$ cat src/rtl/uart_word_if.sv
// Word handshake between the core and the UART word transmitter.
interface uart_word_if;
  logic [23:0] word_in;
  logic        word_valid;
  logic        word_ready;

  modport master (output word_in, output word_valid, input word_ready);
  modport slave  (input word_in, input word_valid, output word_ready);
endinterface

$ cat src/rtl/uart_word_tx.sv
// 24-bit word UART transmitter: small word FIFO feeding an 8N1 serializer that
// sends each word as three bytes, most significant byte first, LSB-first bits.
module uart_word_tx #(
  parameter int unsigned CLKS_PER_BIT = 868,
  parameter int unsigned FIFO_DEPTH   = 4
) (
  input  logic                        clk,
  input  logic                        rst,
  uart_word_if.slave                  word_if,
  output logic                        UART_tx,
  output logic                        busy,
  output logic [$clog2(FIFO_DEPTH):0] fifo_count
);

  localparam int unsigned PtrW  = $clog2(FIFO_DEPTH);
  localparam int unsigned CntW  = PtrW + 1;
  localparam int unsigned BaudW = $clog2(CLKS_PER_BIT);
  localparam logic [CntW-1:0]  FullCnt  = CntW'(FIFO_DEPTH);
  localparam logic [BaudW-1:0] BaudLast = BaudW'(CLKS_PER_BIT - 1);

  typedef enum logic [1:0] {StIdle, StStart, StData, StStop} state_e;

  logic [23:0]      mem_q [FIFO_DEPTH];
  logic [PtrW-1:0]  wr_ptr_q, wr_ptr_d, rd_ptr_q, rd_ptr_d;
  logic [CntW-1:0]  count_q, count_d;
  state_e           state_q, state_d;
  logic [BaudW-1:0] baud_q, baud_d;
  logic [2:0]       bit_q, bit_d;
  logic [1:0]       byte_q, byte_d;
  logic [23:0]      shreg_q, shreg_d;
  logic             tx_q, tx_d;
  logic             active_q, active_d;
  logic             push, pop, baud_end;
  logic [7:0]       cur_byte;

  // A full FIFO blocks pushes even when a pop happens in the same cycle.
  assign word_if.word_ready = (count_q != FullCnt);
  assign push       = word_if.word_valid && word_if.word_ready;
  assign baud_end   = (baud_q == BaudLast);
  assign cur_byte   = shreg_q[23:16];
  assign UART_tx    = tx_q;
  assign fifo_count = count_q;
  // active_q stretches busy one cycle so it covers the registered stop bit.
  assign busy       = (count_q != '0) || (state_q != StIdle) || active_q;

  // FIFO storage; contents need no reset since the pointers gate every read.
  always_ff @(posedge clk) begin
    if (push) mem_q[wr_ptr_q] <= word_if.word_in;
  end

  // FIFO pointer and occupancy next-state.
  always_comb begin
    wr_ptr_d = wr_ptr_q;
    rd_ptr_d = rd_ptr_q;
    count_d  = count_q;
    if (push) wr_ptr_d = wr_ptr_q + PtrW'(1);
    if (pop)  rd_ptr_d = rd_ptr_q + PtrW'(1);
    unique case ({push, pop})
      2'b10:   count_d = count_q + CntW'(1);
      2'b01:   count_d = count_q - CntW'(1);
      default: count_d = count_q;
    endcase
  end

  // Serializer FSM: frame sequencing, baud timing and FIFO pops.
  always_comb begin
    state_d = state_q;
    baud_d  = baud_q;
    bit_d   = bit_q;
    byte_d  = byte_q;
    shreg_d = shreg_q;
    pop     = 1'b0;
    unique case (state_q)
      StIdle: begin
        if (count_q != '0) begin
          pop     = 1'b1;
          shreg_d = mem_q[rd_ptr_q];
          byte_d  = 2'd0;
          baud_d  = '0;
          state_d = StStart;
        end
      end
      StStart: begin
        if (baud_end) begin
          baud_d  = '0;
          bit_d   = 3'd0;
          state_d = StData;
        end else begin
          baud_d = baud_q + BaudW'(1);
        end
      end
      StData: begin
        if (baud_end) begin
          baud_d = '0;
          if (bit_q == 3'd7) state_d = StStop;
          else               bit_d   = bit_q + 3'd1;
        end else begin
          baud_d = baud_q + BaudW'(1);
        end
      end
      StStop: begin
        if (baud_end) begin
          baud_d = '0;
          if (byte_q != 2'd2) begin
            byte_d  = byte_q + 2'd1;
            shreg_d = {shreg_q[15:0], 8'h00};
            state_d = StStart;
          end else if (count_q != '0) begin
            // Back-to-back words: no idle cycle between frames.
            pop     = 1'b1;
            shreg_d = mem_q[rd_ptr_q];
            byte_d  = 2'd0;
            state_d = StStart;
          end else begin
            state_d = StIdle;
          end
        end else begin
          baud_d = baud_q + BaudW'(1);
        end
      end
      default: state_d = StIdle;
    endcase
  end

  // Line level for the current state; registered so UART_tx is glitch-free.
  always_comb begin
    tx_d     = 1'b1;
    active_d = (state_q != StIdle);
    unique case (state_q)
      StStart: tx_d = 1'b0;
      StData:  tx_d = cur_byte[bit_q];
      default: tx_d = 1'b1;
    endcase
  end

  // State registers with asynchronous reset; reset aborts any frame in flight.
  always_ff @(posedge clk or posedge rst) begin
    if (rst) begin
      wr_ptr_q <= '0;
      rd_ptr_q <= '0;
      count_q  <= '0;
      state_q  <= StIdle;
      baud_q   <= '0;
      bit_q    <= 3'd0;
      byte_q   <= 2'd0;
      shreg_q  <= '0;
      tx_q     <= 1'b1;
      active_q <= 1'b0;
    end else begin
      wr_ptr_q <= wr_ptr_d;
      rd_ptr_q <= rd_ptr_d;
      count_q  <= count_d;
      state_q  <= state_d;
      baud_q   <= baud_d;
      bit_q    <= bit_d;
      byte_q   <= byte_d;
      shreg_q  <= shreg_d;
      tx_q     <= tx_d;
      active_q <= active_d;
    end
  end

endmodule

$ cat src/flat_wrapper.sv
// flat-port wrapper written by rule: the top's interface ports become plain ports
module uart_word_tx_flat 
#(
  parameter int unsigned CLKS_PER_BIT = 868,
  parameter int unsigned FIFO_DEPTH   = 4
)
  (clk, rst, UART_tx, busy, fifo_count, word_if_word_in, word_if_word_valid, word_if_word_ready);
  uart_word_if word_if_i ();
  input  logic clk;
  input  logic rst;
  output logic UART_tx;
  output logic busy;
  output logic [$clog2(FIFO_DEPTH):0] fifo_count;
  input wire logic [$bits(word_if_i.word_in)-1:0] word_if_word_in;
  input wire logic [$bits(word_if_i.word_valid)-1:0] word_if_word_valid;
  output wire logic [$bits(word_if_i.word_ready)-1:0] word_if_word_ready;
  assign word_if_i.word_in = word_if_word_in;
  assign word_if_i.word_valid = word_if_word_valid;
  assign word_if_word_ready = word_if_i.word_ready;
  uart_word_tx #(.CLKS_PER_BIT(CLKS_PER_BIT), .FIFO_DEPTH(FIFO_DEPTH)) u_core (.clk(clk), .rst(rst), .word_if(word_if_i), .UART_tx(UART_tx), .busy(busy), .fifo_count(fifo_count));
endmodule
$ cat config.mk
export PLATFORM = sky130hd
export DESIGN_NAME = uart_word_tx_flat
export DESIGN_NICKNAME = d
export VERILOG_FILES = /design/src/rtl/uart_word_if.sv /design/src/rtl/uart_word_tx.sv /design/src/flat_wrapper.sv
export SDC_FILE = /design/constraint.sdc
export NUM_CORES = 1
export LEC_CHECK = 0
export ABC_AREA = 1
export BUFFER_PORTS_ARGS = -buffer_cell sky130_fd_sc_hd__buf_2
export CAP_MARGIN = 20
export CORE_ASPECT_RATIO = 1.4
export CORE_MARGIN = 2
export CORE_UTILIZATION = 50
export DETAILED_ROUTE_END_ITERATION = 10
export PLACE_DENSITY = 0.67
export SLEW_MARGIN = 15
export SYNTH_ARGS = -nofsm -noshare
export SYNTH_HDL_FRONTEND = slang
export SYNTH_SLANG_ARGS = --single-unit
$ cat constraint.sdc
create_clock -name clk -period 2.8 [get_ports clk]
set_input_delay 0.28 -clock clk [delete_from_list [all_inputs] [get_ports clk]]
set_output_delay 0.28 -clock clk [all_outputs]
set_load 0.02 [all_outputs]
== Word-level counts from Yosys, hierarchy flattened ==
Memories as Yosys holds them, arrays and structs flattened.
Cells that the tools add are included.
Word-level totals
  register bits: 50
  RAM bits: 96
  logic and storage cells: 80
  memories kept: 1
Operators by class
  add/sub/neg operators: 7
  $lt $le $gt $ge: 1
  equal/unequal tests: 15
  mux-type cells: 33
  reductions and logical operators: 13
Memories
  u_core.mem_q: words 4, bits a word 24, read ports 1, clocked after Yosys merged registers in 0, wr ports 1, RTL line uart_word_tx.sv:23  | logic [23:0] mem_q [FIFO_DEPTH];
Operators with widths (count)
  $mux 24: 3
  $pmux 24 s2: 1
  $mux 10: 2
  $pmux 10 s2: 1
  $mux 2: 9
  $pmux 3 s2: 2
  $add 10x1->10 const B: 1
  $eq 10x10->1 const B: 1
  $ne 2x1->1 const B: 5
  $mux 3: 3
  $pmux 2 s4: 1
  $reduce_bool 2->1: 4
  $mux 1: 7
  $add 2x1->2 const B: 3
  $add 3x1->3 const B: 2
  $eq 2x2->1 const B: 3
  $reduce_and 5->1: 1
  $eq 2x1->1 const B: 2
  $lt 3x4->1 const B: 1
  $ne 2x2->1 const B: 2
  $pmux 1 s2: 2
  $pmux 2 s2: 1
  $reduce_and 4->1: 1
  $bmux 1 s3: 1
  other kinds (9): 10

== Longest topological paths before layout ==
  word-level depth: 7
  gate-level depth with buffers: 13
  depth with buffers taken out: 13

== Least setup slack after synthesis ==
No wires, ideal clock.
  path type: register -> register
  start: register u_core.count_q[0] (netlist: u_core.fifo_count[0])
  end: memory u_core.mem_q[0][0] (enable)
  setup time: 0.405 ns
  arrival time: 2.045 ns
  setup slack: 0.350 ns
  stages on the path, launching flop included: 5
  path through: dfrtp_1 > nor2_1 > nand2_1 > nand2_1 > nor2_1
Between the ends
  word-level cells in the longest chain between the ends: 4
Ends and longest elaborated chain
  from (decl): RTL line uart_word_tx.sv:25  | logic [CntW-1:0] count_q, count_d;
  from (signal assigned): RTL line uart_word_tx.sv:152  | count_q <= count_d;
  $ne 3x3->1: RTL line uart_word_tx.sv:37  | assign word_if.word_ready = (count_q != FullCnt);
  via word_if_word_ready: RTL line flat_wrapper.sv:16  | output wire logic [$bits(word_if_i.word_ready)-1:0] word_if_word_ready;
  $logic_and 1x1->1: RTL line uart_word_tx.sv:38  | assign push = word_if.word_valid && word_if.word_ready;
  $mux 1: RTL line uart_word_tx.sv:48  | if (push) mem_q[wr_ptr_q] <= word_if.word_in;
  $mux 1 (not written as such): RTL line uart_word_tx.sv:48
  to (decl): RTL line uart_word_tx.sv:23
The timed path passes the listed nets, and every way through them passes these cells.

== Worst setup path after layout ==
  start: register u_core.state_q[0]
  end: register u_core.count_q[2] (netlist: u_core.fifo_count[2])
Between the ends
  word-level cells in the longest chain between the ends: 4
  elaborated cells between the ends (all ways): 7
  classes of those cells: eq/ne (3); mux (2); reduce/logical (2)
Ends and longest elaborated chain
  from (decl): RTL line uart_word_tx.sv:26  | state_e state_q, state_d;
  from (signal assigned): RTL line uart_word_tx.sv:142  | state_q <= StIdle;
  from (signal assigned): RTL line uart_word_tx.sv:153  | state_q <= state_d;
  $eq 2x2->1 or $logic_not 2->1 (tied branches): RTL line uart_word_tx.sv:73  | unique case (state_q)
  $pmux 1 s2 *: RTL line uart_word_tx.sv:73
  via u_core.pop: RTL line uart_word_tx.sv:33  | logic push, pop, baud_end;
  $eq 2x1->1 or $eq 2x2->1 (tied branches): RTL line uart_word_tx.sv:58  | unique case ({push, pop})
  $pmux 3 s2 or $reduce_bool 2->1 (tied branches)
The timed path passes the listed nets; every way through them passes the cells marked *.
A chain may end at the register's enable or synchronous reset.

==> impl_metrics.toml <==
[clock_network]
cts_made_buffers = 17
cts.sink_count = 146
cts_tree = "yes"
path_clk_slew_ns = 0.06
clk_latency_ns = 0.41
cts-root-buf = "clkbuf_16"
cts_setup_buffers = 0
clockBufferDepth = 2
h-tree-depth = 4

[synthesis]
synth_area_leaders = "edfxtp_1 (44%), dfrtp_1 (19%), nand2_1 (13%)"
syn-num-nets = 703
seq_area_frac_synth_pct = 62.6
netlist.area_leader.share_pct = 43.7
netlist_instances = 662
avgSynthCellArea_um2 = 9.97
yosysWarnings = 0
synth_seq_cells = 146
synth_area_um2 = 6600
yosysTopAreaCell = "edfxtp_1"
yosys.cell_types.count = 33

[routing]
drt_iter0_markers = 391
drc = 0
viasPerCell = 5.46
post_drt_wl_per_cell_um = 15.5
postRouteAntennaNets = 0
firstDrtPassIters = 5
vias = 4715
routed_wl_um = 13400

[critical_path]
crit_fanout = 5
end_kind = "flip-flop"
rr_worst_depth = 13
crit_start = "u_core.state_q[0]"
r2r-start = "u_core.state_q[0]"
path_class = "reg2reg"
crit_path_end = "u_core.fifo_count[2]"
rr_endpoint = "u_core.fifo_count[2]"
worstPathArrival_ns = 2.83
reg2reg_slack_ns = 0.26
worstSetupStartpointType = "flip-flop"
worstPathRequired_ns = 3.09

[global_routing]
grt_usage_pct = 20.0
grt_pass1_wl_um = 21900
grt_max_degree = 50
grt_pass1_vias = 4575
grt-ovfl-total = 0
antenna_found_initial = 0

[sta]
fmax_mhz = 394
drv_slew = 0
layout_min_cycle_time_ns = 2.54
tns_ns = 0
finalClockSkew_ns = 0.00760
hold_viol = 0
maxSlewHeadroom_pct = 37.3
period_share_pct = 90.6
finalSetupViolCount = 0
rsz0062_at_grt = "false"
tightest_slew_ns = 0.940

[power]
total_power_mw = 5.82
p_leak_nw = 3.18
vdd.ir_drop.worst_uv = 391
cellPowerDensity_nw_per_um2 = 778

[placed_design]
dp_cells = 830
gp_congestion = 0.849
io_buffers = 32
dp_hpwl_um = 8280

[finish]
layout-drive-gt1-share_pct = 14.9
utilization_pct = 58.0
multi_input_area_um2 = 2190
final-instance-count-excl-fill = 863
antenna_cells = 0
num-nets-final = 738
area_growth_pct = 13.1
fill_cells = 1092
final-seq-area_um2 = 4140

[die]
fp.dieW_um = 101
die-area_um2 = 14200
initial_core_util_pct = 51.3
die-height_um = 140
io_pins = 33
rows = 49
core_um2 = 12900

[hold_path]
hold_path_class = "in2reg"

[run_status]
outcome = "finished, final reports clean"

[run]
cap_viol_max_count = 0
[cell families after synthesis]
logic type,count (synthesis),share of synthesized area (%)
buffers and inverters,61,4.30
AOI/OAI and AO/OA,47,4.07
and+or+nand+nor,386,25.2
DFF,146,62.6
xor gates and xnor gates,8,1.06
adders and majority gates,14,2.77
[worst min path at each step]
stage	from	end	slack, ns	cells after the start
floorplan	word_if_word_in[0]	u_core.mem_q[0][0]	0.38	0
finish	word_if_word_in[14]	u_core.mem_q[2][14]	0.08	1
global route	word_if_word_in[2]	u_core.mem_q[2][2]	0.06	1
global placement	rst	u_core.fifo_count[0]	0.38	2
detailed placement	rst	u_core.fifo_count[0]	0.39	2
CTS	word_if_word_in[0]	u_core.mem_q[2][0]	0.06	1
[through the flow]
| stage | worst slack (ns) | area, um2 | hold WS (ns) |
|---|---|---|---|
| finish | 0.262 | 7470 | 0.0755 |
| global route | 0.0684 | 7470 | 0.0621 |
| CTS | 0.258 | 7470 | 0.0622 |
| detailed placement | 0.266 | 6890 | 0.389 |
| global placement | 0.328 | 6890 | 0.385 |
| floorplan | 0.350 | 6600 | 0.379 |
[worst max-delay path, cell delays in order, from the launching register on]
cell	delay, ns
dfrtp_1	0.41
inv_1	0.11
ha_1	0.36
inv_1	0.15
nand2_1	0.07
a21oi_1	0.13
nand2_1	0.13
inv_1	0.09
ha_1	0.14
inv_1	0.07
fa_1	0.38
a21oi_1	0.14
o21ai_0	0.10
xor2_1	0.15
[cell usage after synthesis, drive strengths merged]
cell / instances
o211ai: 1
inv: 33
a21oi: 7
o31ai: 1
nand2: 223
nand3: 116
xnor2: 3
or2: 17
nand4: 1
a21boi: 1
dfrtp: 49
clkbuf: 6
o22ai: 3
edfxtp: 96
xor2: 5
o21ai: 34
buf: 22
dfstp: 1
fa: 1
ha: 13
nand3b: 1
nor2: 28
[state kept, by name, indices dropped and copies added (netlist names), 2 cells and up]
register / flops
u_core.shreg_q: 24
u_core.byte_q: 2
u_core.bit_q: 3
u_core.baud_q: 10
u_core.state_q: 2
u_core.mem_q: 96
u_core.fifo_count: 3
u_core.rd_ptr_q: 2
u_core.wr_ptr_q: 2
[area by class of cell]
cell class,count,area share (%)
clock buffer,18,5.75
clock inverter,14,1.89
inverter,33,1.69
tap,153,2.56
multi-input combinational,455,29.4
sequential,146,55.4
timing repair buffer,44,3.38
[cell usage in the layout, fill, tap and decap left out, types with 4 or more instances in the layout]
cell type / n
a21oi_1: 6
buf_2: 32
buf_4: 11
clkbuf_16: 17
dfrtp_1: 49
edfxtp_1: 96
ha_1: 13
inv_1: 29
inv_6: 5
nand2_1: 221
nand3_1: 116
nor2_1: 23
nor2_2: 4
o21ai_0: 25
o21ai_1: 8
or2_2: 17
xor2_1: 5
[where the power goes]
group,internal [mW],total (mW),switching (mW),leakage [nW]
registers,2.65,2.73,0.0867,1.48
clock network,1.25,2.17,0.923,0.278
logic,0.263,0.907,0.644,1.42
total,4.16,5.82,1.65,3.18
[layer usage]
layer	GRT usage [%]	vias to the layer above	routed length (um)
li1	-	2305	-
met1	24.5	2284	5670
met2	34.1	107	7010
met3	3.79	19	459
met4	8.82	0	266
met5	0	-	0
[repair_timing]
item	in CTS	in global routing
endpoints found under the setup margin	0	0
hold endpoints to repair	26	0
hold buffers	1	0
resized for setup	0	0
Note: power is estimated with default switching activity, not from simulation.
